## src/rtl/proc_pkg.sv

```systemverilog
// Shared processor-top definitions: result-dump FSM encoding and the result
// region location that the core programs write into.
package proc_pkg;

   typedef enum logic [2:0] {
      S_IDLE,
      S_RD,
      S_WT,
      S_SEND,
      S_CSUM,
      S_DONE
   } dump_state_e;

   localparam logic [7:0] RESULT_BASE_ADDR = 8'd128;
   localparam int         RESULT_LEN       = 128;

endpackage

```

## src/rtl/dram_result_dump.sv

```systemverilog
// Streams the data-memory result region to the host link once the cores finish.
// Define DUMP_CHECKSUM_EN to append a mod-2**WIDTH sum of all words as a final transfer.
module dram_result_dump
   import proc_pkg::*;
#(
   parameter int               WIDTH     = 8,
   parameter logic [WIDTH-1:0] BASE_ADDR = RESULT_BASE_ADDR,
   parameter int               DUMP_LEN  = RESULT_LEN
) (
   input  logic             clk,
   input  logic             rst,
   input  logic             proc_done,
   output logic             dmem_rEn,
   output logic [WIDTH-1:0] dmem_addr,
   input  logic [WIDTH-1:0] dmem_data,
   output logic             out_valid,
   output logic [WIDTH-1:0] out_data,
   input  logic             out_ready,
   output logic             dump_busy,
   output logic             dump_done
);

   // One extra bit so a full 2**WIDTH-word dump can still reach its terminal count.
   localparam logic [WIDTH:0] LEN = DUMP_LEN[WIDTH:0];

   dump_state_e      state_q, state_d;
   logic             pd_prev_q, pd_prev_d;
   logic [WIDTH:0]   cnt_q, cnt_d, cnt_inc;
   logic             ren_q, ren_d;
   logic [WIDTH-1:0] addr_q, addr_d;
   logic             valid_q, valid_d;
   logic [WIDTH-1:0] data_q, data_d;
   logic             busy_q, busy_d;
   logic             done_q, done_d;
   logic             hs;
`ifdef DUMP_CHECKSUM_EN
   logic [WIDTH-1:0] csum_q, csum_d, csum_nxt;
`endif

   always_comb begin
      state_d   = state_q;
      pd_prev_d = proc_done;
      cnt_d     = cnt_q;
      ren_d     = 1'b0;
      addr_d    = addr_q;
      valid_d   = valid_q;
      data_d    = data_q;
      busy_d    = busy_q;
      done_d    = done_q;
      hs        = valid_q && out_ready;
      cnt_inc   = cnt_q + 1'b1;
`ifdef DUMP_CHECKSUM_EN
      csum_d    = csum_q;
      csum_nxt  = csum_q + data_q;
`endif
      case (state_q)
         S_IDLE: begin
            if (proc_done && !pd_prev_q) begin
               busy_d = 1'b1;
               cnt_d  = '0;
`ifdef DUMP_CHECKSUM_EN
               csum_d = '0;
`endif
               if (LEN == '0) begin
`ifdef DUMP_CHECKSUM_EN
                  state_d = S_CSUM;
                  valid_d = 1'b1;
                  data_d  = '0;
`else
                  state_d = S_DONE;
                  busy_d  = 1'b0;
                  done_d  = 1'b1;
`endif
               end else begin
                  state_d = S_RD;
                  ren_d   = 1'b1;
                  addr_d  = BASE_ADDR;
               end
            end
         end
         S_RD: state_d = S_WT;
         S_WT: begin
            data_d  = dmem_data;
            valid_d = 1'b1;
            state_d = S_SEND;
         end
         S_SEND: begin
            if (hs) begin
               valid_d = 1'b0;
               cnt_d   = cnt_inc;
`ifdef DUMP_CHECKSUM_EN
               csum_d  = csum_nxt;
`endif
               if (cnt_inc < LEN) begin
                  state_d = S_RD;
                  ren_d   = 1'b1;
                  addr_d  = BASE_ADDR + cnt_inc[WIDTH-1:0];
               end else begin
`ifdef DUMP_CHECKSUM_EN
                  state_d = S_CSUM;
                  valid_d = 1'b1;
                  data_d  = csum_nxt;
`else
                  state_d = S_DONE;
                  busy_d  = 1'b0;
                  done_d  = 1'b1;
`endif
               end
            end
         end
         S_CSUM: begin
            if (hs) begin
               valid_d = 1'b0;
               state_d = S_DONE;
               busy_d  = 1'b0;
               done_d  = 1'b1;
            end
         end
         S_DONE: begin
            if (!proc_done) begin
               done_d  = 1'b0;
               state_d = S_IDLE;
            end
         end
         default: state_d = S_IDLE;
      endcase
   end

   // Previous proc_done resets high so a level already asserted out of reset is not an edge.
   always_ff @(posedge clk) begin
      if (rst) begin
         state_q   <= S_IDLE;
         pd_prev_q <= 1'b1;
         cnt_q     <= '0;
         ren_q     <= 1'b0;
         addr_q    <= '0;
         valid_q   <= 1'b0;
         data_q    <= '0;
         busy_q    <= 1'b0;
         done_q    <= 1'b0;
`ifdef DUMP_CHECKSUM_EN
         csum_q    <= '0;
`endif
      end else begin
         state_q   <= state_d;
         pd_prev_q <= pd_prev_d;
         cnt_q     <= cnt_d;
         ren_q     <= ren_d;
         addr_q    <= addr_d;
         valid_q   <= valid_d;
         data_q    <= data_d;
         busy_q    <= busy_d;
         done_q    <= done_d;
`ifdef DUMP_CHECKSUM_EN
         csum_q    <= csum_d;
`endif
      end
   end

   assign dmem_rEn  = ren_q;
   assign dmem_addr = addr_q;
   assign out_valid = valid_q;
   assign out_data  = data_q;
   assign dump_busy = busy_q;
   assign dump_done = done_q;

endmodule

```

## config.mk

```make
export PLATFORM = sky130hd
export DESIGN_NAME = dram_result_dump
export DESIGN_NICKNAME = d
export VERILOG_FILES = /design/src/rtl/proc_pkg.sv /design/src/rtl/dram_result_dump.sv
export SDC_FILE = /design/constraint.sdc
export NUM_CORES = 1
export LEC_CHECK = 0
export CAP_MARGIN = 25
export CORE_MARGIN = 4
export CORE_UTILIZATION = 55
export CTS_BUF_LIST = sky130_fd_sc_hd__clkbuf_8
export CTS_CLUSTER_DIAMETER = 80
export DETAILED_ROUTE_END_ITERATION = 10
export DONT_BUFFER_PORTS = 1
export GPL_TIMING_DRIVEN = 0
export PLACE_DENSITY = 0.68
export RECOVER_POWER = 100
export REMOVE_ABC_BUFFERS = 1
export SYNTH_ARGS = -nofsm -noshare
export SYNTH_HDL_FRONTEND = slang
export SYNTH_SLANG_ARGS = --single-unit
```

## constraint.sdc

```tcl
create_clock -name clk -period 2.9 [get_ports clk]
set_clock_uncertainty 0.2 [all_clocks]
set_input_delay 0.145 -clock clk [delete_from_list [all_inputs] [get_ports clk]]
set_output_delay 0.145 -clock clk [all_outputs]
set_load 0.01 [all_outputs]
```

# After elaboration in Yosys (flattened, before gate mapping)
# Index checks and enable logic that the tools add are counted.
# totals
regBits,33
in_bits,12
output_inout_bits,20
word_cells,67
# op_classes
n_addsub,2
magnitude_cmp,1
eq_ne,12
n_mux,28
reduce_logical,15
# op_table
op,count
8-bit 2-to-1 mux,3
9-bit 2-to-1 mux,2
3-bit case mux with 6 select lines,1
9-bit case mux with 2 select lines,1
8-bit case mux with 2 select lines,1
3-bit 2-to-1 mux,5
2-bit inequality test (second input constant),6
1-bit 2-to-1 mux,11
5-bit AND reduction,2
9-bit by 1-bit adder with 9-bit output (second input constant),1
9-bit by 8-bit less-than comparator with 1-bit output (second input constant),1
8-bit adder (first input constant),1
4-bit AND reduction,2
3-bit by 2-bit equality test with 1-bit output (second input constant),2
3-bit equality test (second input constant),2
1-bit case mux with 3 select lines,2
3-bit nonzero test,2
1-bit case mux with 2 select lines,2
2-bit nonzero test,2
3-bit by 1-bit equality test with 1-bit output (second input constant),1
3-bit logical NOT,1
3-bit AND reduction,1
1-bit logical AND,2
2-bit by 1-bit inequality test with 1-bit output (second input constant),1
other kinds (3),3

# Longest topological paths before layout
# logic_depth
depth_word,5
depth_mapped,6
ltp_nobuf,6

# Worst setup path after synthesis
# Ideal clock, no wire load.
# synth_path
kind,register to register
startpoint,register cnt_q[0]
endpoint,register busy_q (netlist: dump_busy)
setup_ps,128
arrival_ps,1598
t_required_ps,2572
setup_slack_ps,974
path_stages_with_launch,7
n_path_buf,0
period_less_slack_ps,1926
path_cell_list,dfxtp_1 -> ha_1 -> nand2_1 -> xor2_1 -> a311o_2 -> a221oi_1 -> nor2_1
# synth_via
elab_chain_cells,4
# synth_rtl
element,line_no,rtl
start: declaration,dram_result_dump.sv:28,"logic [WIDTH:0] cnt_q, cnt_d, cnt_inc;"
start signal: assignment,dram_result_dump.sv:147,cnt_q <= cnt_d;
9-bit by 1-bit adder with 9-bit output,dram_result_dump.sv:51,cnt_inc = cnt_q + 1'b1;
9-bit by 8-bit less-than comparator with 1-bit output,dram_result_dump.sv:94,if (cnt_inc < LEN) begin
2-bit inequality test (no line),--,
5-bit AND reduction (no line),--,
end signal: assignment,dram_result_dump.sv:152,busy_q <= busy_d;
end: declaration,dram_result_dump.sv:33,"logic busy_q, busy_d;"
# Every way passes these cells.
# A chain may end at the register's enable or synchronous reset.

# Worst setup path after layout
# layout_path
startpoint,register state_q[0]
endpoint,register cnt_q[4]
# layout_via
elab_chain_cells,3
word_cells_on_any_way,7
cone_classes,eq/ne: 3; mux: 1; reduce/logical: 3
# layout_rtl
element,line_no,rtl
start: declaration,dram_result_dump.sv:26,"dump_state_e state_q, state_d;"
start signal: assignment,dram_result_dump.sv:145,state_q <= state_d;
3-bit by 2-bit equality test with 1-bit output / 3-bit logical NOT (equally long branches),dram_result_dump.sv:56,case (state_q)
2-bit inequality test (no line) / 2-bit nonzero test (equally long branches),--,
3-bit AND reduction (no line),--,
# Parallel ways exist; a longest one is shown, timed or not.

==> results_dict.tcl <==
set metrics [dict create \
    status "completed" \
    timing.rr.start "state_q[0]" \
    io_pins 32 \
    synth-simple-area-share_pct 24.8 \
    cp_max_fo 12 \
    cp-end-kind "register" \
    htreeDepth 2 \
    cts_tree "yes" \
    drt_iter0_markers 70 \
    synth_xor_area_share_pct 2.29 \
    cts-resized-gates 0 \
    ff2ff_path_depth 4 \
    synth_fa_ha_area_share_pct 0.818 \
    cts_made_buffers 5 \
    wl_per_cell_um 16.3 \
    area_growth_pct 14.6 \
    place_congestion 0.772 \
    fmax_mhz 455 \
    ant_nets 0 \
    maxCapViolCount 0 \
    synth_cell_types 47 \
    crit_type "reg -> reg" \
    period_minus_slack_ps 2200 \
    setup-tns-final_ps 0 \
    critPathSlowestCell "or3_2" \
    hold_path_depth 3 \
    synth_mux_area_share_pct 5.24 \
    fin_hold_ws_ps 61.6 \
    fill_cells 225 \
    hold_violations 0 \
    cts-root-buf "clkbuf_8" \
    drv_slew 0 \
    slew-limit-headroom_pct 50.6 \
    tightest_slew_ps 740 \
    grt_pass1_wl_mm 5.82 \
    vias 1304 \
    drt-met1-wl_mm 1.45 \
    top_layer "met4" \
    start_util_pct 59.6 \
    synth.avg_cell_area_um2 8.99 \
    cts.sinks 33 \
    fp.dieW_um 60.7 \
    dr_wl_met2_mm 1.71 \
    final_nets 193 \
    worstSkewPairLatency_ps 290 \
    reg2reg_slack_ps 700 \
    peakVddDrop_mv 0.552 \
    grt_max_degree 30 \
    overflow 0 \
    p_leak_uw 0.000584 \
    totalWireLength_mm 3.43 \
    ys_seq_area_share_pct 43.2 \
    setup_viol 0 \
    arrival_ps 2220 \
    die_h_um 60.7 \
    async_flop_share_pct 0 \
    yosysWarnings 0 \
    crit_path_start_kind "register" \
    drive_above_1_share_pct 8.84 \
    grt_pass1_vias 1304 \
    wl_met3_um 246 \
    cpPeakStageDelay_ps 550 \
    port_buffers 0 \
    dr.pass1.iters 4 \
    viasPerCell 6.18 \
    yosys.area.top_type "dfxtp_1" \
    hp-start "out_ready" \
    synth_top_area_share_pct 43.2 \
    ys_top_cells_by_area "dfxtp_1 (43%), nor2_1 (6.9%), mux2i_1 (5.2%)" \
    required_ps 2920 \
    die-area_mm2 0.00369 \
    std_cell_rows 18 \
    rsz0062_at_grt "no" \
    whs_endpoint "dump_done" \
    hpwl_mm 2.28 \
    holdCritPathClass "in -> reg" \
    clkSlewWorstSetupHoldPaths_ps 70 \
    antenna_found_initial 0 \
    synthesis.area_mm2 0.00153 \
    coreArea_mm2 0.00257 \
    synthFlopType "dfxtp_1" \
    r2r_end "cnt_q[4]" \
    clk_path_buf_depth 2 \
    synth_edf_count 0 \
    ys_seq_elements 33 \
    drc 0 \
    synthCells 170 \
    synth_commonest_cells "dfxtp_1 (33), nor2_1 (28), a21oi_1 (15), nand2_1 (10), o21ai_0 (9)" \
    grt_use_total_pct 21.3 \
    crit_chain "and3b_1 -> nand3_1 -> or3_2 -> a21oi_1" \
    cellPowerDensity_mw_per_mm2 571 \
    yosys.cell_count.top_type "dfxtp_1" \
    num_antenna_cells 0 \
    synth_compound_area_share_pct 20.5 \
    synth_top_family_by_area "simple AND/OR/NAND/NOR gates" \
    fin_crit_sh_pct 75.8 \
]
[critical path, delay by kind of cell (launching register included)]
family             cells  cell delay, ps
and+or+nand+nor        3            1230
DFF                    1             540
AOI/OAI and AO/OA      1             160
[metrics by stage]
step	area (um2)	setup slack (ps)	utilization [%]	total power, uW	std cells
CTS	1750	691	68.3	1010	210
detailed placement	1520	729	59.4	536	191
global placement	1520	585	59.2	533	190
finish	1750	703	68.2	1000	211
floorplan	1480	821	-	525	160
global route	1750	561	68.2	1050	211
[registers in the layout, summed over array words and instances (netlist names)]
signal	flops
cnt_q	9
out_data	8
dmem_addr	8
state_q	3
dmem_rEn	1
pd_prev_q	1
dump_done	1
dump_busy	1
out_valid	1
[cell usage in the layout (no fill, tap or decap), drive strengths merged, types with 2 or more instances in the layout]
master	count
nand3	5
nor3b	4
nand2b	2
nand4	3
dlygate4sd3	11
o21ai	9
a221oi	2
xor2	2
a21oi	17
nor2	28
nor2b	3
or3	4
nor3	2
clkbuf	7
o2bb2ai	4
xnor2	2
and2	2
a22o	2
mux2i	8
dfxtp	33
nand2	10
[area by class of cell]
cell class                      count  area (um2)  share of cell area, %
Clock inverter                      2        37.5                   2.14
Sequential cell                    33         661                   37.7
Multi-Input combinational cell    127         805                   45.9
Clock buffer                        6        82.6                   4.71
Tap cell                           30        37.5                   2.14
Timing Repair Buffer               13         129                   7.36
[power breakdown]
group	switching (uW)	internal [uW]	leakage (uW)
Sequential	16.0	464	0.000267
Combinational	33.9	32.0	0.000260
Clock	176	279	0.0000574
Total	225	775	0.000584
[logic make-up (layout without fill, tap and decap cells)]
group	count (synthesis)	after routing
AND/OR/NAND/NOR	71	71
AO/OA/AOI/OAI	43	43
flip-flops	33	33
buffers and inverters	10	21
multiplexers	8	8
XOR/XNOR	4	4
adder cells (fa/ha/maj)	1	1
[timing repair]
action,in CTS,in global routing
hold buffers,11,0
endpoints found under the setup margin,0,0
buffers inserted,0,0
endpoints found under the hold margin,33,0
[worst max-delay path by stage]
stage	startpoint	end	slack [ps]	cells after the start
2_1_floorplan	state_q[1]	out_data[0]	820	3
6_report	state_q[0]	cnt_q[4]	700	4
5_1_grt	state_q[0]	cnt_q[4]	560	4
4_1_cts	cnt_q[0]	dump_busy	690	6
3_5_place_dp	cnt_q[0]	dmem_addr[5]	730	6
3_3_place_gp	state_q[1]	out_data[5]	580	3
[layer usage]
metal	vias up	GRT usage, %
li1	632	-
met1	620	24.1
met2	47	36.5
met3	5	8.72
met4	0	6.50
met5	-	0
Power figures use the tool's default switching activity.
